===== src/rtl/img_stream_tx.sv =====
// Packs a pixel stream PIX_PER_BEAT pixels per beat and sends each frame as AXI4-Stream.
// TUSER flags the first beat, TLAST the beat holding the final pixel, and done pulses after TLAST is accepted.
module img_stream_tx #(
  parameter int PIX_W        = 8,
  parameter int PIX_PER_BEAT = 4,
  parameter int DIM_W        = 12
) (
  input  logic                                role_clk,
  input  logic                                role_rst,
  input  logic                                start,
  input  logic [DIM_W-1:0]                    frame_width,
  input  logic [DIM_W-1:0]                    frame_height,
  output logic                                busy,
  output logic                                done,
  input  logic [PIX_W-1:0]                    pix_data,
  input  logic                                pix_valid,
  output logic                                pix_ready,
  output logic [PIX_W*PIX_PER_BEAT-1:0]       m_axis_tdata,
  output logic [PIX_W*PIX_PER_BEAT/8-1:0]     m_axis_tkeep,
  output logic                                m_axis_tvalid,
  input  logic                                m_axis_tready,
  output logic                                m_axis_tlast,
  output logic                                m_axis_tuser
);
  localparam int KEEP_W = PIX_W*PIX_PER_BEAT/8;
  localparam int BPL    = PIX_W/8;
  localparam int LANE_W = $clog2(PIX_PER_BEAT);
  localparam int CNT_W  = 2*DIM_W;

  typedef enum logic [1:0] {IDLE, RUN, DRAIN, DONE} state_t;
  state_t state, state_nxt;

  logic [CNT_W-1:0]                        total, pix_cnt, start_total;
  logic [LANE_W-1:0]                       lane;
  logic [PIX_PER_BEAT-1:0][PIX_W-1:0]      accum, beat_word;
  logic [KEEP_W-1:0]                       beat_keep;
  logic                                    first_beat, pix_fire, last_pix, beat_done, out_fire;

  assign start_total = CNT_W'(frame_width) * CNT_W'(frame_height);
  assign pix_ready   = (state == RUN) && (!m_axis_tvalid || m_axis_tready);
  assign pix_fire    = pix_valid && pix_ready;
  assign last_pix    = (pix_cnt == total - CNT_W'(1));
  assign beat_done   = pix_fire && ((lane == LANE_W'(PIX_PER_BEAT-1)) || last_pix);
  assign out_fire    = m_axis_tvalid && m_axis_tready;
  assign busy        = (state == RUN) || (state == DRAIN);
  assign done        = (state == DONE);

  // Lanes above the current one are already zero because accum clears on every beat.
  always_comb begin
    beat_word       = accum;
    beat_word[lane] = pix_data;
    beat_keep       = '0;
    for (int b = 0; b < KEEP_W; b++) beat_keep[b] = ((b / BPL) <= int'(lane));
  end

  // An empty frame passes through DRAIN so busy is visible for one cycle before done.
  always_comb begin
    state_nxt = state;
    unique case (state)
      IDLE:    if (start) state_nxt = (start_total == '0) ? DRAIN : RUN;
      RUN:     if (pix_fire && last_pix) state_nxt = DRAIN;
      DRAIN:   if (!m_axis_tvalid || out_fire) state_nxt = DONE;
      DONE:    state_nxt = IDLE;
      default: state_nxt = IDLE;
    endcase
  end

  always_ff @(posedge role_clk or posedge role_rst) begin
    if (role_rst) state <= IDLE;
    else          state <= state_nxt;
  end

  always_ff @(posedge role_clk or posedge role_rst) begin
    if (role_rst) begin
      total         <= '0;
      pix_cnt       <= '0;
      lane          <= '0;
      accum         <= '0;
      first_beat    <= 1'b0;
      m_axis_tdata  <= '0;
      m_axis_tkeep  <= '0;
      m_axis_tvalid <= 1'b0;
      m_axis_tlast  <= 1'b0;
      m_axis_tuser  <= 1'b0;
    end else begin
      if (state == IDLE && start) begin
        total      <= start_total;
        pix_cnt    <= '0;
        lane       <= '0;
        accum      <= '0;
        first_beat <= 1'b1;
      end
      if (pix_fire) begin
        pix_cnt <= pix_cnt + CNT_W'(1);
        if (beat_done) begin
          lane  <= '0;
          accum <= '0;
        end else begin
          lane        <= lane + LANE_W'(1);
          accum[lane] <= pix_data;
        end
      end
      // A new beat may load on the same edge the previous one is accepted.
      if (beat_done) begin
        m_axis_tdata  <= beat_word;
        m_axis_tkeep  <= beat_keep;
        m_axis_tvalid <= 1'b1;
        m_axis_tlast  <= last_pix;
        m_axis_tuser  <= first_beat;
        first_beat    <= 1'b0;
      end else if (out_fire) begin
        m_axis_tvalid <= 1'b0;
      end
    end
  end
endmodule


===== config.mk =====
export PLATFORM = sky130hd
export DESIGN_NAME = img_stream_tx
export DESIGN_NICKNAME = d
export VERILOG_FILES = /design/src/rtl/img_stream_tx.sv
export SDC_FILE = /design/constraint.sdc
export NUM_CORES = 1
export LEC_CHECK = 0
export ABC_AREA = 1
export CORE_MARGIN = 1
export CORE_UTILIZATION = 61
export CTS_CLUSTER_DIAMETER = 150
export DETAILED_ROUTE_END_ITERATION = 10
export PLACE_DENSITY = 0.82
export SLEW_MARGIN = 20
export SYNTH_ARGS = -nofsm -noshare
export SYNTH_HDL_FRONTEND = slang
export SYNTH_SLANG_ARGS = --single-unit

===== constraint.sdc =====
create_clock -name role_clk -period 4.9 [get_ports role_clk]
set_input_delay 0.98 -clock role_clk [delete_from_list [all_inputs] [get_ports role_clk]]
set_output_delay 0.98 -clock role_clk [all_outputs]
set_load 0.02 [all_outputs]

-- After elaboration in Yosys (flattened, before gate mapping)
Cells that the tools add are included.
Widths: inputs -> output; s select.
- input port bits: 37
- register bits after elaboration: 124
- output and inout bits: 42
- equal/unequal tests: 8
- add/subtract/negate cells: 3
- muxes and demuxes: 21
- reduce and logical (&&, ||, !) cells: 18
- order comparisons: 5
- multiply operators: 1
- operator list (kind ; number):
    $mux 32 ; 3
    $bwmux 32 ; 2
    $mux 24 ; 2
    $add 24x1->24 const B ; 1
    $eq 24x24->1 ; 1
    $logic_not 24->1 ; 1
    $mul 12x12->24 ; 1
    $sub 24x1->24 const B ; 1
    $demux 8 s2 ; 1
    $mux 2 ; 7
    $mux 8 ; 1
    $pmux 2 s4 ; 1
    $logic_and 1x1->1 ; 7
    $eq 2x2->1 const B ; 3
    $reduce_bool 2->1 ; 3
    $le 2x2->1 const A ; 2
    $logic_or 1x1->1 ; 4
    $mux 1 ; 4
    $ne 2x1->1 const B ; 2
    $lt 2x3->1 const B ; 1
    $reduce_and 3->1 ; 1
    $add 2x1->2 const B ; 1
    $eq 2x1->1 const B ; 1
    $ge 2x1->1 const B ; 1
    4 further kinds ; 4

-- Longest topological paths before layout
- depth after elaboration: 7
- gate-level depth with buffers: 29
- mapped depth without buffers: 28

-- Least setup slack after synthesis
Ideal clock, no wire load.
- path type: input -> register
- start point: in frame_width[9]
- end point: reg state[0]
- setup time: 0.116 ns
- data required time: 4.784 ns
- buffers on the path: 1
- data arrival time: 5.338 ns
- setup slack: -0.555 ns
- cell stages on the path: 25
- path through: clkbuf_1 -> nand2_1 -> fa_1 -> fa_1 -> inv_1 -> fa_1 -> fa_1 -> inv_1 -> fa_1 -> inv_1 -> ha_1 -> nand2_1 -> inv_1 -> a21oi_1 -> nor2_1 -> nor2_1 -> nand2_1 -> nand2_1 -> nand2_1 -> nor2_1 -> nand3_1 -> nor2_1 -> nor2_1 -> nand2_1 -> nand2_1
- cells in the longest elaborated chain, start to end: 5
- ends and longest elaborated chain (what ; RTL line ; source):
    start: declaration ; 11 ; input logic [DIM_W-1:0] frame_width,
    $mul 12x12->24 ; 39 ; assign start_total = CNT_W'(frame_width) * CNT_W'(frame_height);
    $logic_not 24->1 ; 60 ; IDLE: if (start) state_nxt = (start_total == '0) ? DRAIN : RUN;
    $mux 2 (2 in a row) ; 60 ;
    $pmux 2 s4 ; 59 ; unique case (state)
    end signal: assignment ; 70 ; else state <= state_nxt;
    end: declaration ; 31 ; state_t state, state_nxt;
No other way between the ends. The select of a mux whose other input is x is not followed.
A chain may end at the register's enable or synchronous reset.

-- Worst setup path in the final report
- start point: in frame_height[11]
- end point: reg state[0]
- cells in the longest elaborated chain, start to end: 5
- ends and longest elaborated chain (what ; RTL line ; source):
    start: declaration ; 12 ; input logic [DIM_W-1:0] frame_height,
    $mul 12x12->24 ; 39 ;
    $logic_not 24->1 ; 60 ;
    $mux 2 (2 in a row) ; 60 ;
    $pmux 2 s4 ; 59 ;
No other way between the ends. The select of a mux whose other input is x is not followed.

==> flow_summary.yaml <==
timing:
  relSlewSlack: 0.413
  final_max_slew_viol_count: 0
  grt_setup_unrepaired: "yes"
  fin_crit_sh: 1.05
  finalSetupViolCount: 5
  fin_ws_ps: -267
  setup-tns-final_ps: -683
  fin_crit_ps: 5170
  worst_pin_slew_ps: 880
  fin_worst_skew_ps: 13.9
  timing.final.hold_violations: 0
  max_freq_mhz: 194
setup_path:
  start_kind: "input port"
  worstSetupPathType: "in -> reg"
  worst_setup_path_end_kind: "flop"
  crit_arrival_ps: 5480
  cp.required_ps: 5220
  crit_fanout: 4
pwr:
  p_total_w: 0.0113
  p_clk_frac: 0.125
  ir_worst_vdd_mv: 0.545
  p_per_area_mw_per_mm2: 743
  power_frac_seq: 0.139
  p_sw_frac: 0.476
  leakagePower_nw: 7.98
  internal-power_w: 0.00590
  pwr-share-comb: 0.736
  switchingPower_w: 0.00537
placement:
  place.gp.congestion: 0.889
  io_buffer_count: 78
  post-dp-hpwl_mm: 23.0
  dp_cells: 2084
logic_synthesis:
  synth_warnings: 0
  synthesis.nets: 1903
  async_reset_ff_frac: 1.00
  syn_area_mm2: 0.0121
  synth.distinct_cells: 38
  seq_area_frac_synth: 0.257
  synth_ff_type: "dfrtp_1"
  synth.avg_cell_area_um2: 7.15
  synth_seq_cells: 124
  synth_enable_flop_cells: 0
  synthCells: 1692
floorplanning:
  ios: 79
  die_area_mm2: 0.0204
  rows: 51
  coreArea_mm2: 0.0195
  die_w_um: 143
  initial_core_util: 0.621
  fp.dieH_um: 143
routing:
  post_drt_wl_per_cell_um: 14.6
  antenna_left: 0
  drc: 0
  viasPerCell: 5.34
  dr_total_vias: 11411
  routed_wl_mm: 31.2
  first_pass_iters: 8
  drt_iter0_markers: 720
  dr_wl_met2_mm: 16.0
  dr_wl_met3_mm: 1.51
  routed.top_layer: "met4"
  routedLengthMet1_mm: 12.5
cts:
  clk-insertion-delay-late_ps: 430
  cts_made_buffers: 17
  clockBufferDepth: 2
  cts_tree: "built"
  holdBufCountCts: 0
  clock-root-buffer: "clkbuf_16"
  cts_sinks: 124
  path_clk_slew_ps: 60
  cts.htree.levels: 4
run:
  cap_violations: 0
run_status:
  violations: "negative setup slack"
  status: "finished with violations"
layout:
  fin_cells: 2135
  layout-drive-gt1-share: 0.181
  post-route-util: 0.780
  area_delta_synth_final_pct: 25.5
  num-nets-final: 2068
  antenna_cells: 0
grt:
  grt_max_degree: 77
  grtUsageTotal: 0.318
  grt_pass1_vias: 11255
  grt_pass1_wl_mm: 51.3
  antenna_found_initial: 0
  grt_overflow_total: 0
min_path:
  hold_path.class: "reg -> reg"
==> cell type report <==
| class | instances | area [um2] |
|---|---|---|
| Clock inverter | 14 | 233 |
| Multi-Input combinational cell | 1157 | 8000 |
| Clock buffer | 18 | 429 |
| Tap cell | 265 | 332 |
| Timing Repair Buffer | 206 | 1750 |
| Inverter | 351 | 1330 |
| Fill cell | 1317 | 4280 |
| Sequential cell | 124 | 3100 |
==> flip-flops by register name, summed over array words and instances (netlist names) <==
signal         cells
total             24
m_axis_tvalid      1
first_beat         1
m_axis_tlast       1
accum             32
pix_cnt           24
m_axis_tkeep       4
m_axis_tdata      32
state              2
m_axis_tuser       1
lane               2
==> critical path: stages <==
cell and delay [ps]:
buf_4 120, buf_6 120, nand2_4 70, inv_4 30, fa_1 530, fa_1 450
fa_1 520, fa_1 520, inv_1 50, fa_1 510, inv_2 50, ha_4 280
nand2_4 130, inv_4 40, a21oi_4 190, nand3_2 140, nand2_2 110, nand2_2 50
nand2_2 70, nand2_1 60, nor2_2 130, nand3_2 90, nor2_1 90, nor2_1 40
nand2_1 60, nand2_1 40
==> Yosys cell counts (2+ instances only) <==
master / n / share of area
a21oi_1: 57 / 0.024
a22oi_1: 2 / 0.0012
a31oi_1: 4 / 0.0021
and2_1: 2 / 0.0010
buf_2: 4 / 0.0017
buf_6: 6 / 0.0056
clkbuf_1: 48 / 0.015
dfrtp_1: 124 / 0.26
fa_1: 100 / 0.17
ha_1: 74 / 0.077
inv_1: 351 / 0.11
mux2i_1: 2 / 0.0017
nand2_1: 497 / 0.15
nand2_2: 3 / 0.0016
nand2_4: 2 / 0.0019
nand3_1: 63 / 0.026
nand3b_1: 8 / 0.0050
nand4_1: 18 / 0.0093
nor2_1: 119 / 0.037
nor2_2: 5 / 0.0026
nor2_4: 4 / 0.0037
nor3_1: 11 / 0.0046
nor4_1: 2 / 0.0010
o21a_1: 11 / 0.0068
o21ai_0: 100 / 0.041
o21ai_1: 21 / 0.0087
o21ai_2: 10 / 0.0072
o22ai_1: 4 / 0.0021
or2_2: 2 / 0.0010
xnor2_1: 16 / 0.012
xor2_1: 15 / 0.011
==> layout by cell type, fill, tap and decap left out, types with 5 or more instances in the layout <==
master           instances
inv_1                  330
nand4_1                 18
xor2_1                  15
nand2_4                 16
o21ai_1                 25
buf_6                   20
buf_2                    8
clkbuf_16               17
nor2_1                 104
nor3_1                  10
ha_1                    64
bufinv_16                5
xnor2_1                 15
o21ai_2                 14
ha_4                    10
nand2_1                450
nand2_2                 35
buf_4                  113
a21oi_1                 50
nor2_2                  11
nand3_2                 14
fa_2                    11
inv_2                   17
o21a_1                  11
nand3_1                 49
nand3b_1                 8
nor2_4                  13
dfrtp_1                124
clkdlybuf4s50_1         54
o21ai_0                 92
fa_1                    89
==> metrics by stage <==
stage          instance area (um2)  hold slack (ps)  setup WS [ps]
2_1_floorplan                12300              467           -280
3_3_place_gp                 13900              447          -1200
3_5_place_dp                 13900              467          -1270
4_1_cts                      14800              483           -246
5_1_grt                      15200              513           -415
6_report                     15200              480           -267
==> power by group through the flow <==
stage / combinational [W] / clock [W] / sequential [W]
2_1_floorplan: 0.00408 / 0 / 0.00166
3_3_place_gp: 0.00637 / 0 / 0.00157
6_report: 0.00829 / 0.00141 / 0.00157
5_1_grt: 0.00908 / 0.00147 / 0.00161
4_1_cts: 0.00720 / 0.00142 / 0.00157
3_5_place_dp: 0.00654 / 0 / 0.00158
==> cells by family after synthesis <==
group | share of synthesized area
compound gates | 0.0951
flops | 0.257
simple gates | 0.250
xor+xnor | 0.0224
buf+inv | 0.132
fa+ha+maj | 0.242
mux | 0.00166
==> final timing paths <==
kind / from / end / slack [ps] / depth (start not counted)
max: frame_height[11] / state[0] / -270 / 26
min reg2reg: m_axis_tdata[15] / m_axis_tdata[15] / 480 / 2
max reg2reg: state[1] / pix_cnt[17] / 1860 / 13
max in group asynchronous: role_rst / pix_cnt[17] / 2890 / 3
min: m_axis_tdata[15] / m_axis_tdata[15] / 480 / 2
min in group asynchronous: role_rst / m_axis_tdata[18] / 1090 / 2
==> routing by layer <==
layer | up-vias | global-route usage
li1 | 5480 | -
met1 | 5410 | 0.380
met2 | 414 | 0.570
met3 | 107 | 0.0416
met4 | 0 | 0.145
met5 | - | 0
==> timing repair <==
item                                    in CTS  in global routing
buffers inserted                            17                  7
endpoints found under the hold margin        0                  0
endpoints found under the setup margin      17                 15
pin swaps                                   44                 75
cloned                                       2                  0
resized for setup                          142                129
No activity file was read; power rests on OpenSTA's default activity.
